## config.mk

```make
export PLATFORM = sky130hd
export DESIGN_NAME = if_ahb_prefetch
export DESIGN_NICKNAME = d
export VERILOG_FILES = /design/src/rtl/ahb_pkg.sv /design/src/rtl/if_fetch_fifo.sv /design/src/rtl/if_ahb_prefetch.sv
export SDC_FILE = /design/constraint.sdc
export NUM_CORES = 1
export LEC_CHECK = 0
export CAP_MARGIN = 10
export CORE_AREA = 10 10 240 242
export DETAILED_ROUTE_END_ITERATION = 10
export DIE_AREA = 0 0 250 252
export HOLD_SLACK_MARGIN = 0.05
export PLACE_DENSITY_LB_ADDON = 0.08
export SYNTH_ARGS = -nofsm -noshare
export SYNTH_HDL_FRONTEND = slang
export SYNTH_SLANG_ARGS = --single-unit
```

## constraint.sdc

```tcl
create_clock -name clk -period 3.6 [get_ports clk]
set_input_delay 0.72 -clock clk [delete_from_list [all_inputs] [get_ports clk]]
set_output_delay 0.72 -clock clk [all_outputs]
set_load 0.02 [all_outputs]
```

## src/rtl/ahb_pkg.sv

```systemverilog
// AHB-Lite encodings shared by the instruction-fetch and load/store masters.
package ahb_pkg;

  localparam logic [1:0] HTRANS_IDLE   = 2'b00;
  localparam logic [1:0] HTRANS_NONSEQ = 2'b10;

  localparam logic [2:0] HBURST_SINGLE = 3'b000;
  localparam logic [2:0] HSIZE_WORD    = 3'b010;

  localparam logic HRESP_OKAY  = 1'b0;
  localparam logic HRESP_ERROR = 1'b1;

endpackage

```

## src/rtl/if_fetch_fifo.sv

```systemverilog
// Synchronous prefetch FIFO with flush.
// Ports:
//   clk, rst         clock, synchronous active-high reset
//   flush            empties the FIFO; wins over push and pop in the same cycle
//   push, push_data  write side; push while full is accepted only alongside a pop
//   pop              read side; ignored while empty
//   head_data        oldest entry (meaningless while empty)
//   empty, count     occupancy
module if_fetch_fifo #(
  parameter int unsigned DEPTH = 4,
  parameter int unsigned WIDTH = 65
) (
  input  logic                     clk,
  input  logic                     rst,
  input  logic                     flush,
  input  logic                     push,
  input  logic [WIDTH-1:0]         push_data,
  input  logic                     pop,
  output logic [WIDTH-1:0]         head_data,
  output logic                     empty,
  output logic [$clog2(DEPTH):0]   count
);

  localparam int unsigned PtrW = $clog2(DEPTH);
  localparam logic [PtrW:0] FullCount = DEPTH[PtrW:0];

  logic [WIDTH-1:0] mem_q [DEPTH];
  logic [PtrW-1:0]  wr_ptr_q, rd_ptr_q;
  logic [PtrW:0]    count_q;
  logic             do_push, do_pop;

  assign empty     = (count_q == '0);
  assign count     = count_q;
  assign head_data = mem_q[rd_ptr_q];
  assign do_pop    = pop && !empty;
  assign do_push   = push && ((count_q != FullCount) || do_pop);

  // Storage carries no reset; only the pointers define validity.
  always_ff @(posedge clk) begin
    if (do_push && !flush) begin
      mem_q[wr_ptr_q] <= push_data;
    end
  end

  always_ff @(posedge clk) begin
    if (rst || flush) begin
      wr_ptr_q <= '0;
      rd_ptr_q <= '0;
      count_q  <= '0;
    end else begin
      if (do_push) wr_ptr_q <= wr_ptr_q + {{(PtrW-1){1'b0}}, 1'b1};
      if (do_pop)  rd_ptr_q <= rd_ptr_q + {{(PtrW-1){1'b0}}, 1'b1};
      case ({do_push, do_pop})
        2'b10:   count_q <= count_q + {{PtrW{1'b0}}, 1'b1};
        2'b01:   count_q <= count_q - {{PtrW{1'b0}}, 1'b1};
        default: count_q <= count_q;
      endcase
    end
  end

endmodule

```

## src/rtl/if_ahb_prefetch.sv

```systemverilog
// AHB-Lite instruction-fetch master with prefetch buffer.
// Streams NONSEQ word fetches with pipelined address/data phases, buffers
// responses in a FIFO and hands them to the decoder over valid/ready.
// Ports:
//   clk, rst                      clock, synchronous active-high reset
//   flush_i, flush_pc_i           redirect pulse and target
//   inst_valid_o/inst_ready_i     head handshake; pc_o/inst_o/inst_err_o head data
//   stallreq_o                    high while no instruction is available
//   mst_h*_o                      registered AHB-Lite master outputs
//   mst_hready_i/hresp_i/hrdata_i AHB-Lite slave responses
module if_ahb_prefetch #(
  parameter int unsigned       ADDR_W     = 32,
  parameter int unsigned       FIFO_DEPTH = 4,
  parameter logic [ADDR_W-1:0] RESET_PC   = '0,
  parameter logic [3:0]        HPROT_VAL  = 4'b0010
) (
  input  logic              clk,
  input  logic              rst,
  input  logic              flush_i,
  input  logic [ADDR_W-1:0] flush_pc_i,
  output logic              inst_valid_o,
  input  logic              inst_ready_i,
  output logic [ADDR_W-1:0] pc_o,
  output logic [31:0]       inst_o,
  output logic              inst_err_o,
  output logic              stallreq_o,
  output logic              mst_hsel_o,
  output logic [1:0]        mst_htrans_o,
  output logic [ADDR_W-1:0] mst_haddr_o,
  output logic              mst_hwrite_o,
  output logic [2:0]        mst_hsize_o,
  output logic [2:0]        mst_hburst_o,
  output logic [3:0]        mst_hprot_o,
  output logic              mst_hmastlock_o,
  output logic [31:0]       mst_hwdata_o,
  input  logic              mst_hready_i,
  input  logic              mst_hresp_i,
  input  logic [31:0]       mst_hrdata_i
);
  import ahb_pkg::*;

  localparam int unsigned CntW   = $clog2(FIFO_DEPTH) + 1;
  localparam int unsigned EntryW = ADDR_W + 33;
  localparam logic [CntW:0] DepthSum = FIFO_DEPTH[CntW:0];

  typedef enum logic [1:0] {StReset, StFetch, StHalt} fetch_state_e;

  fetch_state_e      state_q, state_d;
  logic              epoch_q, epoch_d;
  logic [ADDR_W-1:0] fetch_pc_q, fetch_pc_d;
  logic [1:0]        htrans_q, htrans_d;
  logic [ADDR_W-1:0] haddr_q, haddr_d;
  logic              hsel_q;
  logic [2:0]        hsize_q;
  logic [3:0]        hprot_q;
  logic              addr_epoch_q, addr_epoch_d;
  logic              data_pend_q, data_pend_d;
  logic [ADDR_W-1:0] data_pc_q, data_pc_d;
  logic              data_epoch_q, data_epoch_d;

  logic              addr_pend, data_current, err_first, push, pop, credit, can_issue;
  logic              fifo_empty;
  logic [CntW-1:0]   fifo_count, cnt_eff;
  logic [CntW:0]     inflight;
  logic [ADDR_W-1:0] base_pc;
  logic [EntryW-1:0] push_data, head;

  assign addr_pend    = (htrans_q == HTRANS_NONSEQ);
  assign data_current = (data_epoch_q == epoch_q);
  // First cycle of a two-cycle ERROR response on a transfer we still care about.
  assign err_first    = data_pend_q && data_current && !mst_hready_i &&
                        (mst_hresp_i == HRESP_ERROR);
  assign push         = data_pend_q && mst_hready_i && data_current && !flush_i;
  assign pop          = inst_valid_o && inst_ready_i;

  // A flush empties the FIFO this edge, so its entries no longer consume credit.
  assign cnt_eff  = flush_i ? '0 : fifo_count;
  assign inflight = {1'b0, cnt_eff} + {{CntW{1'b0}}, addr_pend} + {{CntW{1'b0}}, data_pend_q};
  assign credit   = (inflight < DepthSum);

  assign base_pc   = flush_i ? flush_pc_i : fetch_pc_q;
  assign can_issue = flush_i || (state_q != StHalt);

  always_comb begin
    state_d      = state_q;
    epoch_d      = epoch_q ^ flush_i;
    fetch_pc_d   = base_pc;
    htrans_d     = HTRANS_IDLE;
    haddr_d      = haddr_q;
    addr_epoch_d = addr_epoch_q;
    data_pend_d  = data_pend_q;
    data_pc_d    = data_pc_q;
    data_epoch_d = data_epoch_q;

    if (state_q == StReset) state_d = StFetch;
    if (err_first)          state_d = StHalt;
    if (flush_i)            state_d = StFetch;

    if (err_first) begin
      // Abandon any waited address phase; htrans goes IDLE in the second error cycle.
      htrans_d = HTRANS_IDLE;
    end else if (addr_pend && !mst_hready_i) begin
      // AHB forbids changing a waited address phase, even across a redirect.
      htrans_d = htrans_q;
    end else if (can_issue && credit) begin
      htrans_d     = HTRANS_NONSEQ;
      haddr_d      = base_pc;
      fetch_pc_d   = base_pc + ADDR_W'(4);
      // Tagged at issue so a phase held across a flush keeps the stale epoch.
      addr_epoch_d = epoch_d;
    end

    if (mst_hready_i) begin
      data_pend_d  = addr_pend;
      data_pc_d    = haddr_q;
      data_epoch_d = addr_epoch_q;
    end
  end

  always_ff @(posedge clk) begin
    if (rst) begin
      state_q      <= StReset;
      epoch_q      <= 1'b0;
      fetch_pc_q   <= RESET_PC;
      htrans_q     <= HTRANS_IDLE;
      haddr_q      <= '0;
      hsel_q       <= 1'b0;
      hsize_q      <= 3'b000;
      hprot_q      <= 4'b0000;
      addr_epoch_q <= 1'b0;
      data_pend_q  <= 1'b0;
      data_pc_q    <= '0;
      data_epoch_q <= 1'b0;
    end else begin
      state_q      <= state_d;
      epoch_q      <= epoch_d;
      fetch_pc_q   <= fetch_pc_d;
      htrans_q     <= htrans_d;
      haddr_q      <= haddr_d;
      hsel_q       <= (htrans_d == HTRANS_NONSEQ);
      hsize_q      <= HSIZE_WORD;
      hprot_q      <= HPROT_VAL;
      addr_epoch_q <= addr_epoch_d;
      data_pend_q  <= data_pend_d;
      data_pc_q    <= data_pc_d;
      data_epoch_q <= data_epoch_d;
    end
  end

  // Entry layout: {pc, inst, err}; errored fetches carry a zero instruction.
  assign push_data = {data_pc_q, (mst_hresp_i == HRESP_ERROR) ? 32'h0 : mst_hrdata_i,
                      mst_hresp_i};

  if_fetch_fifo #(
    .DEPTH (FIFO_DEPTH),
    .WIDTH (EntryW)
  ) u_fifo (
    .clk       (clk),
    .rst       (rst),
    .flush     (flush_i),
    .push      (push),
    .push_data (push_data),
    .pop       (pop),
    .head_data (head),
    .empty     (fifo_empty),
    .count     (fifo_count)
  );

  assign inst_valid_o = !fifo_empty;
  assign stallreq_o   = fifo_empty;
  assign pc_o         = inst_valid_o ? head[EntryW-1 -: ADDR_W] : '0;
  assign inst_o       = inst_valid_o ? head[32:1] : 32'h0;
  assign inst_err_o   = inst_valid_o && head[0];

  assign mst_hsel_o      = hsel_q;
  assign mst_htrans_o    = htrans_q;
  assign mst_haddr_o     = haddr_q;
  assign mst_hsize_o     = hsize_q;
  assign mst_hprot_o     = hprot_q;
  assign mst_hwrite_o    = 1'b0;
  assign mst_hburst_o    = HBURST_SINGLE;
  assign mst_hmastlock_o = 1'b0;
  assign mst_hwdata_o    = 32'h0;

endmodule

```

Word-level counts from Yosys, hierarchy flattened
Memories as Yosys holds them, arrays and structs flattened. A register that Yosys moved wholly into a read port is not among the register bits.
Cells that the tools add are included.
W data, S select, Z words.
Operators by class
  mux-type cells: 21
  bitwise gates (word level): 3
  equal/unequal tests: 7
  add/sub/neg operators: 7
  reductions and logical operators: 26
  order comparisons: 1
Operators with widths (count)
  $mux W32: 7
  $add A32 B3 Y32 const B: 1
  $mux W2: 9
  $logic_and A1 B1 Y1: 13
  $eq A2 B2 Y1 const B: 3
  $pmux W3 S2: 1
  $add A2 B1 Y2 const B: 2
  $add A3 B1 Y4: 1
  $add A4 B1 Y4: 1
  $lt A4 B3 Y1 const B: 1
  $reduce_bool A2 Y1: 2
  $add A3 B1 Y3 const B: 1
  $logic_not A1 Y1: 3
  $logic_not A3 Y1: 1
  $logic_or A1 B1 Y1: 3
  $mux W1: 3
  $mux W3: 1
  $ne A3 B3 Y1 const B: 1
  $reduce_and A3 Y1: 1
  $reduce_bool A3 Y1: 1
  $sub A3 B1 Y3 const B: 1
  $eq A2 B1 Y1 const B: 1
  $logic_not A2 Y1: 1
  $ne A2 B2 Y1 const B: 1
  other kinds (4): 5
Word-level totals
  logic and storage cells: 82
  register bits: 119
  memories: 1
  RAM bits: 260
  output and inout port bits: 146
  bits of input ports: 70
Memory list
  u_fifo.mem_q: depth 4, width 65, rd ports 1, clocked after memory_dff 1, write ports 1, line if_fetch_fifo.sv:27  | logic [WIDTH-1:0] mem_q [DEPTH];

Logic depth before layout (Yosys ltp)
  depth in word-level cells: 9
  gate-level depth with buffers: 13
  gate-level depth less buffers: 7

Hierarchy
Synthesis repeated with hierarchy kept, for this count alone.
Unflattened totals
  cells, all modules: 1075
  area total of the unflattened synthesis: 15820.2 um2
Modules (own cells, without submodules)
  if_fetch_fifo: cells each 407, area an instance 9975.8 um2, times used 1, sequential area each 7987.7 um2
  if_ahb_prefetch: cells each 668, area an instance 5844.4 um2, times used 1, sequential area each 2122.0 um2

Worst setup path after synthesis
OpenSTA, ideal clock, no wires.
  path type: input-to-reg
  from: input port flush_i
  to: memory u_fifo.mem_q[1][0] (enable)
  setup slack: -0.147 ns
  setup time: 0.430 ns
  cell stages on the path: 6
  data required time: 3.170 ns
  arrival: 3.317 ns
  path buffers: 2
  cells stage by stage: buf_4 buf_6 and3b_1 nand2_1 a31oi_1 and2_1
On the way
  cells in the longest elaborated chain, start to end: 6
Ends and longest elaborated chain
  start, declared: line if_ahb_prefetch.sv:19  | input logic flush_i,
  $logic_not A1 Y1 (*): line if_fetch_fifo.sv:40, if_ahb_prefetch.sv:73
  $logic_and A1 B1 Y1: line if_ahb_prefetch.sv:73  | assign push = data_pend_q && mst_hready_i && data_current && !flush_i;
  $logic_and A1 B1 Y1: line if_fetch_fifo.sv:36  | assign do_push = push && ((count_q != FullCount) || do_pop);
  $logic_and A1 B1 Y1 (*): line if_fetch_fifo.sv:40  | if (do_push && !flush) begin
  $mux W1 (*): line if_fetch_fifo.sv:40
  $mux W1 (implied by the code) (*): line if_fetch_fifo.sv:41  | mem_q[wr_ptr_q] <= push_data;
  end, declared: line if_fetch_fifo.sv:27
Every way passes the cells marked *; elsewhere a longest branch is shown, timed or not.

==> results list <==
* Status: finished clean
* Part of the total power dissipated in sequential elements: 50.6%
- Power spread over the standard cell area amounts to approximately 480 nW/um^2.
- The worst setup path is captured at an output pin.
- Internal power: approximately 7.3 mW
* Simple-gate share of the synthesized area: approximately 11%
* Final Hold Viols: 0
- Once the clock tree was built, the setup fixing pass inserted 0 buffers.
* Dominant cells by area after synthesis: edfxtp_1 (50%), dfxtp_1 (15%), mux4_2 (9.4%), mux2i_1 (4.2%), and2_1 (2.8%)
- Largest family of logic cells by synthesized area: multiplexers
* Synth Area per Inst: roughly 15 um^2
- In this run, placement finished with an instance count of 1893.
- Ant. Diodes: 0
- Multiplexer share of the synthesized area: a little over an eighth
- The clock network accounts for 43.4% of the total power.
- Logic gate share of total power: 6.0%
- Number of buffers on the longest clock path: 3
* Worst flop-to-flop path startpoint: u_fifo.count[0]
- TritonCTS built the clock tree.
* Post-synthesis cell area: 15620 um^2
- The later pin in the worst-skew pair is clocked with a latency of 560 ps.
- In this run the vertical extent of the chip is 252 um.
* DRT Wirelength: 40380 um
- Count of mapped cells out of synthesis: 1065
- The first TritonRoute pass finished after 4 iterations.
- Static leakage: 6.538 nW
- Entering global routing, the biggest net connects 65 pins.
- Setup total negative slack on the finished layout was measured at 0 ps.
* Final-report max-slew violation count: 0
- First-pass GRT wire length: slightly above 60000 um
* Hold Slack: 492.8 ps
- Global-route usage over all layers: 12.57%
- Number of flops mapped to enable cells by yosys: 260
- Setup repair after global routing left no endpoint under its margin.
- At the pin with the least slew margin, the transition time is 742.6 ps.
- Yosys top cell area share: 49.99%
- Synthesis instantiated 66 different standard cells from the library.
- The floorplan has 84 rows.
* Average wire per cell in the routed design: roughly 20 um
* ANT nets after route: 0
- Area added between synthesis and finish: 24.97%
* Adder-cell share of the synthesized area: 0.6088%
* Startpoint class of the critical path: register
* Internal reg-to-reg setup slack: 840 ps
- Data on the critical path arrives at its endpoint at 2720 ps.
- After layout, the minimum clock period comes to around 3400 ps.
* Switch Pwr: 2.105 mW
* Count of buffers inserted at the top-level ports: 173
- Clock tree synthesis found a total of ~380 sinks.
- Share of the synthesized netlist area taken by xor and xnor gates: 0.7290%
- Across the VDD grid, the largest voltage drop is just under 300 uV.
- In this run, synthesis produced a sequential element count of around 380.
- Net count of the finished layout: 1328
- Max Fclk: 290.5 MHz
- The placed instances occupy a cell area of 18190 um^2.
* Antenna violations before repair: 1
* Cell at the root of the clock tree: clkbuf_16
- The share of the Yosys chip area taken by registers is 64.73%.
- Logic depth of the worst register-to-register path: 7
- Period utilisation layout: 95.62%
- Core area: 52450 um^2
- The H-tree was split into 2 levels.
- Library cell with the highest instance count after synthesis: edfxtp_1
* Capture point of the critical path: pc_o[15]
* Count of cells resized by post-cts repair: 0
- The design draws between 9 and 10 mW.
- Vias post-DR: 9071
* Number of clock buffers inserted by TritonCTS: 44
* Total setup violations reported at the end of the flow: 0
* Clock skew after layout: 19.58 ps
- Initial core utilization: 29.78%
- Counting instances in the post-synthesis netlist gives the leading cell types as edfxtp_1 (260), dfxtp_1 (115), nor2_1 (98).
* Reg-to-Reg End: fetch_pc_q[28]
- Vias per cell: 4.598
- Aggregate global routing overflow: 0
- The path class of the tightest hold or removal check is reg2reg.
- Of the cells placed in the final design, the portion with a size suffix greater than 1 is 15.10%.
* Switching power as a share of total power: 22.36%
- Post-synthesis cell type with the largest combined area: edfxtp_1
- Detailed placement ended at an HPWL of 27930 um.
- Hold Path Cell Cnt: 2
* Remaining design rule violation count: 0
* Start-to-end type of the worst setup path: reg2out
- After routing the design area is 19520 um^2.
- Along the worst path, the maximum fanout reaches 21.
* Clock slew at the register clock pins of the worst setup and hold paths: roughly 60 ps
- Once layout is complete, the cells apart from fillers number 1973.
- Routability-driven placement congestion ratio: 0.7939
- Across the run, the number of max-cap violations was 0.
* Top flip-flop cell by instance count after synthesis: edfxtp_1
- Pin placement for this block handled roughly 220 I/O pins.
- Number of global-route vias before repair: 9570
- The floorplan step defined a die boundary enclosing 63000 um^2.
* Yosys warnings: 0
* Slew headroom: between 40% and 50%
- Number of buffers inserted by hold repair at cts: 0
* Violation count after the first detailed-routing iteration: 529
- Worst Path Required: 2880 ps
- In this run the horizontal extent of the chip is between 200 and 300 um.
* Complex-gate fraction of the synthesized area: under 10%
- In the synthesized netlist the async set-or-reset flop fraction comes to 0%.
[registers in the layout (all words and copies together), names as in the netlist, named ones only]
register	count
addr_epoch_q	1
data_pend_q	1
data_pc_q	32
u_fifo.rd_ptr_q	2
epoch_q	1
mst_hprot_o	1
u_fifo.wr_ptr_q	2
u_fifo.count	3
mst_htrans_o	2
mst_hsel_o	1
mst_haddr_o	32
data_epoch_q	1
u_fifo.mem_q	260
fetch_pc_q	32
state_q	2
[through the flow]
| stage | utilization, % | setup WS (ps) |
|---|---|---|
| after floorplan | - | 110.0 |
| after global placement | 34.69 | 480.0 |
| after detailed placement | 34.69 | 441.4 |
| after CTS | 37.21 | 47.89 |
| after global routing | 37.22 | 5.866 |
| final | 37.22 | 157.6 |
[power groups by stage]
| stage | sequential (mW) | clock [mW] | combinational (mW) |
|---|---|---|---|
| 2_1_floorplan | 4.85 | 0 | 0.330 |
| 4_1_cts | 4.76 | 4.25 | 0.578 |
| 5_1_grt | 4.77 | 4.43 | 0.621 |
| 3_3_place_gp | 4.85 | 0 | 0.575 |
| 6_report | 4.76 | 4.09 | 0.568 |
| 3_5_place_dp | 4.85 | 0 | 0.576 |
[how the worst min path moves through the flow]
stage	end	slack, ps	startpoint
final	state_q[1]	490	state_q[1]
after global routing	addr_epoch_q	510	addr_epoch_q
after CTS	state_q[1]	490	state_q[1]
after detailed placement	state_q[1]	480	state_q[1]
after global placement	state_q[1]	450	state_q[1]
after floorplan	state_q[1]	440	state_q[1]
[critical path, stage by stage (launching register included)]
cell	delay (ps)
dfxtp_4	580
buf_12	260
mux4_2	580
and2_1	190
clkdlybuf4s50_1	530
[per-layer routing]
metal | part of all wire (%) | vias to the layer above | wire, um | track usage (%)
li1 | - | 4321 | - | -
met1 | 45 | 4495 | 18090 | 16.32
met2 | 48 | 202 | 19380 | 20.66
met3 | 5.3 | 53 | 2128 | 2.737
met4 | 1.9 | 0 | 781 | 3.838
met5 | 0 | - | 0 | 0
[cell usage in the layout, fill, tap and decap left out, drive strengths merged, types with 8 or more instances in the layout]
master | synthesis | routed
a211oi | 34 | 34
nand2 | 29 | 29
clkdlybuf4s50 | 0 | 169
inv | 9 | 11
nor4 | 12 | 12
nor2b | 37 | 37
and2 | 71 | 71
a21oi | 10 | 10
conb | 1 | 43
o21ai | 11 | 11
or2 | 10 | 10
clkbuf | 33 | 57
dfxtp | 115 | 115
nor3 | 17 | 17
mux2i | 66 | 66
buf | 71 | 33
edfxtp | 260 | 260
nor2 | 98 | 98
xnor2 | 8 | 8
mux4 | 65 | 65
nand3 | 12 | 12
clkinv | 0 | 19
[final cells by class]
type / instances / area (um^2)
inverter: 9 / 33.78
timing repair buffer: 202 / 2120
tap: 688 / 860.8
clock buffer: 57 / 1181
clock inverter: 23 / 142.6
sequential: 375 / 10120
fill: 5006 / 32930
multi-input combinational: 619 / 5064
[cells by family (layout without fill, tap and decap cells)]
kind of cell,after synthesis,count (layout)
flops,375,375
simple gates,321,321
mux,133,133
buf+inv,113,291
compound gates,102,102
xor+xnor,13,13
fa+ha+maj,7,7
other cells,1,43
(Power assumes the default switching activity.)
==> patch 1: new RTL, same settings <==
Encoding of `fetch_state_e`: now one-hot (3 bits for 3 states).
--- a/src/rtl/if_ahb_prefetch.sv
+++ b/src/rtl/if_ahb_prefetch.sv
@@ -43,7 +43,7 @@
   localparam int unsigned EntryW = ADDR_W + 33;
   localparam logic [CntW:0] DepthSum = FIFO_DEPTH[CntW:0];
 
-  typedef enum logic [1:0] {StReset, StFetch, StHalt} fetch_state_e;
+  typedef enum logic [2:0] {StReset = 3'b001, StFetch = 3'b010, StHalt = 3'b100} fetch_state_e;
 
   fetch_state_e      state_q, state_d;
   logic              epoch_q, epoch_d;
Formal check against the unedited RTL: same outputs for any inputs over 4 cycles, from zero or initial values and one cycle with rst high; so few cycles prove little.
==> patch 1 against the original RTL <==
  * Setup slack better by 0.11 ns
  * Total power up 1.8%
  * Clock power up 4%
  * Area after synthesis about the same
  * Wire length up 0.41%
  * Sequential cell count up 1
  * Core utilization up 0.062 points
  * Cell area up 0.17%
  * Critical path type unchanged
  * Critical endpoint is now inst_err_o
==> patch 1: results (changes against the original RTL) <==
[logic_synthesis]
yosys-top-cells-count=edfxtp_1, dfxtp_1, nor2b_1
synthArstFlopShare_pct=0  ; unchanged
synth_cell_types=67  ; +1.5%
syn_inst=1060  ; -0.47%
synth_area_leaders=edfxtp_1, dfxtp_1, mux4_2
synth_edf_count=260  ; unchanged
ys_seq_area_share_pct=64.8  ; +0.10 points

[clock_tree]
htreeDepth=2  ; unchanged
clock_path_buffers=3  ; unchanged
clkTransAtPathRegs_ns=0.06  ; about the same
insertion_delay_ns=0.55
root_buffer=clkbuf_16
cts_made_buffers=43  ; -2.3%

[critical_path]
r2r_setup_slack_ns=0.96  ; +0.12 ns
r2r_end=u_fifo.count[2]
crit_fanout=21  ; unchanged
worstPathArrival_ns=2.61  ; -0.11 ns
rr_worst_depth=10  ; +3
r2r-start=u_fifo.count[1]

[global_route]
grt_pass1_vias=9363  ; -2.2%
antenna_found_initial=0  ; -1
grt_pass1_wl_um=61300  ; -0.19%
grt_max_degree=53  ; -18%
grt_util_all_layers_pct=12.5  ; -0.045 points

[route]
dr.first_iter.drc_count=546  ; +3.2%
post_drt_wl_per_cell_um=20.6  ; +0.71%
firstDrtPassIters=5  ; +1
drt_wl_total_um=40500  ; +0.41%
routed_via_density=4.61  ; +0.32%

[final_layout]
num_antenna_cells=0  ; unchanged
fin_nets=1327  ; -0.075%
num-fill-cells=5008  ; +0.040%
largest_reg_flops=260  ; unchanged
largest_register=u_fifo.mem_q
drive_above_1_share_pct=14.4  ; -0.71 points

[power]
power_leakage_nw=6.71  ; +2.6%
irDropWorstVdd_mv=0.355  ; +23%
switchingPower_mw=2.10  ; -0.35%

[worst_hold_path]
holdCritPathClass=flip-flop to flip-flop
worstHoldEndpoint=state_q[2]
min_path_cells=2  ; unchanged
min_from=state_q[2]

[place]
place_congestion=0.782  ; -1.5%
port_buffers=173  ; unchanged
dp_hpwl_um=27900  ; about the same
placedInstanceArea_um2=18200  ; about the same

[outcome]
status=completed

[timing]
clock_skew_ns=0.00949  ; -0.0101 ns
setup_viol=0  ; unchanged
worstMarginPinSlew_ns=0.754  ; +0.0119 ns

[patch 1: cell count changes after synthesis, moves of 7 or more]
cell / delta
nor2b_1: +65
nand3_1: +9
nand4_1: +7
and2_1: -61
or2_2: -7
nand2b_1: -7
nand2_1: -11
[patch 1: per-layer routing]
layer | routed length (µm) | vias to the layer above | global-route usage (%)
li1 | - | 4331 | -
met1 | 18800 | 4485 | 16.6
met2 | 19000 | 195 | 20.2
met3 | 1820 | 61 | 2.70
met4 | 856 | 0 | 3.80
met5 | 0 | - | 0
[patch 1: logic make-up after synthesis]
family	count (synthesis)	synth area share, %
flops	376	64.8
simple gates	314	11.1
mux	132	13.7
buf+inv	116	4.11
compound gates	100	4.89
xor+xnor	14	0.785
fa+ha+maj	7	0.609
other cells	1	0.0240
[patch 1: final cells by class]
class | instances | area [µm²] | share of cell area, %
inverter | 13 | 53.8 | 0.275
tap | 688 | 861 | 4.40
multi-input combinational | 610 | 5030 | 25.7
clock buffer | 55 | 1160 | 5.94
timing repair buffer | 206 | 2110 | 10.8
clock inverter | 19 | 195 | 0.998
sequential | 376 | 10100 | 51.8
[patch 1: worst max path at each step]
| stage | startpoint | end | cells after the start |
|---|---|---|---|
| final | flip-flop | inst_err_o | 4 |
| after global routing | u_fifo.count[1] | pc_o[14] | 6 |
| after CTS | u_fifo.count[1] | pc_o[14] | 6 |
| after detailed placement | u_fifo.count[1] | pc_o[14] | 6 |
| after global placement | inst_ready_i | u_fifo.count[2] | 8 |
| after floorplan | flush_i | fetch_pc_q[22] | 13 |
[patch 1: critical path, stage by stage (launching register included)]
cell and delay (ns):
dfxtp_4 0.58, buf_4 0.39, mux4_2 0.39, nor2b_1 0.15, clkdlybuf4s50_1 0.54
[patch 1: repair_timing]
item / 4_1_cts / 5_1_grt
buffers inserted: 0 / 0
resized for setup: 1 / 2
setup endpoints to repair: 20 / 1
hold endpoints to repair: 0 / 0
hold buffers: 0 / 0
[patch 1: power groups by stage]
stage	logic, mW	registers [mW]	clock network [mW]
detailed placement	0.567	4.87	0
finish	0.563	4.78	4.24
CTS	0.570	4.78	4.41
global placement	0.566	4.87	0
global route	0.615	4.79	4.58
floorplan	0.329	4.87	0
[patch 1: through the flow]
| stage | worst slack [ns] | hold WS, ns |
|---|---|---|
| 2_1_floorplan | 0.107 | 0.455 |
| 3_3_place_gp | 0.513 | 0.469 |
| 3_5_place_dp | 0.495 | 0.477 |
| 4_1_cts | 0.0775 | 0.491 |
| 5_1_grt | 0.0958 | 0.519 |
| 6_report | 0.265 | 0.488 |
==> patch 2: new RTL, same flow settings <==
Without the edit above. Set the parameter `ADDR_W` to 16 (it was 32).
--- a/src/rtl/if_ahb_prefetch.sv
+++ b/src/rtl/if_ahb_prefetch.sv
@@ -9,7 +9,7 @@
 //   mst_h*_o                      registered AHB-Lite master outputs
 //   mst_hready_i/hresp_i/hrdata_i AHB-Lite slave responses
 module if_ahb_prefetch #(
-  parameter int unsigned       ADDR_W     = 32,
+  parameter int unsigned       ADDR_W     = 16,
   parameter int unsigned       FIFO_DEPTH = 4,
   parameter logic [ADDR_W-1:0] RESET_PC   = '0,
   parameter logic [3:0]        HPROT_VAL  = 4'b0010
Interface: changed (resized flush_pc_i, mst_haddr_o and pc_o); port bits go from 216 to 168. No check against the original RTL was run, so the function may have changed too.
==> patch 2 against the original RTL <==
  * First-iteration DRC count is 60% lower
  * Register-to-register slack better by 0.33 ns
  * Setup slack better by 0.061 ns
  * Sequential power is 30% lower
  * Wire length is 26% lower
  * Sequential share of layout area is 0.36 points lower
  * Count of clock-buffer cells in the layout is 12 lower
  * Critical path depth stayed put
  * Area after synthesis is 30% lower
  * Cell area is 28% lower
  * Total power is 26% lower
  * Global-route usage is 3.2 points lower
  * Via count is 32% lower
  * Sequential cell count is 112 lower
  * Largest power group unchanged
  * Highest routed layer unchanged
==> patch 2: results (changes against the original RTL) <==
[place]
dp_hpwl_um=18900  ; -32%
placedInstanceArea_um2=13000  ; -29%
pre_cts_ws_ns=0.399  ; -0.0426 ns

[outcome]
status=completed

[worst_hold_path]
worstHoldEndpoint=mst_hprot_o[1]
holdCritPathClass=input pin to flip-flop

[logic_synthesis]
syn_inst=709  ; -33%
yosys.area_share.adder_pct=0.872  ; +0.26 points
synth_mux_area_share_pct=13.2  ; -0.54 points

[global_route]
grt_util_all_layers_pct=9.36  ; -3.2 points
antenna_found_initial=0  ; -1
grtUsageMet3_pct=2.71  ; -0.031 points
grt_pass1_wl_um=45200  ; -26%

[route]
dr_wl_met2_um=14100  ; -27%
wl_met3_um=1590  ; -25%

[timing]
fin_ws_ns=0.219  ; +0.0615 ns
worstMarginPinSlew_ns=0.647  ; -0.0952 ns
whs_ns=0.461  ; -0.0318 ns
clock_skew_ns=0.0158  ; -0.00375 ns

[power]
power_leakage_nw=4.68  ; -28%
irDropWorstVdd_mv=0.268  ; -7.2%

[clock_tree]
cts_made_buffers=36  ; -18%

[critical_path]
crit_fanout=40  ; +90%
rr_worst_depth=5  ; -2
r2r_end=u_fifo.count[1]
r2r_setup_slack_ns=1.17  ; +0.33 ns
r2r-start=u_fifo.count[2]

==> patch 2: power by group through the flow <==
stage | Sequential, mW | Combinational (mW) | Clock [mW]
after floorplan | 3.41 | 0.230 | 0
after global placement | 3.40 | 0.382 | 0
after detailed placement | 3.40 | 0.379 | 0
after CTS | 3.34 | 0.381 | 3.41
after global routing | 3.35 | 0.410 | 3.53
final | 3.34 | 0.373 | 3.24
==> patch 2: cell type report <==
| class | count | area (µm²) |
|---|---|---|
| Timing Repair Buffer | 152 | 1540 |
| Multi-Input combinational cell | 397 | 3310 |
| Tap cell | 688 | 861 |
| Inverter | 9 | 33.8 |
| Fill cell | 5335 | 38400 |
| Clock inverter | 18 | 98.8 |
| Clock buffer | 45 | 976 |
| Sequential cell | 263 | 7230 |
==> patch 2: critical path, stage by stage (launching register included) <==
cell	delay, ns
dfxtp_1	0.39
or3_2	0.69
buf_12	0.26
and2_1	0.17
clkdlybuf4s50_1	0.63
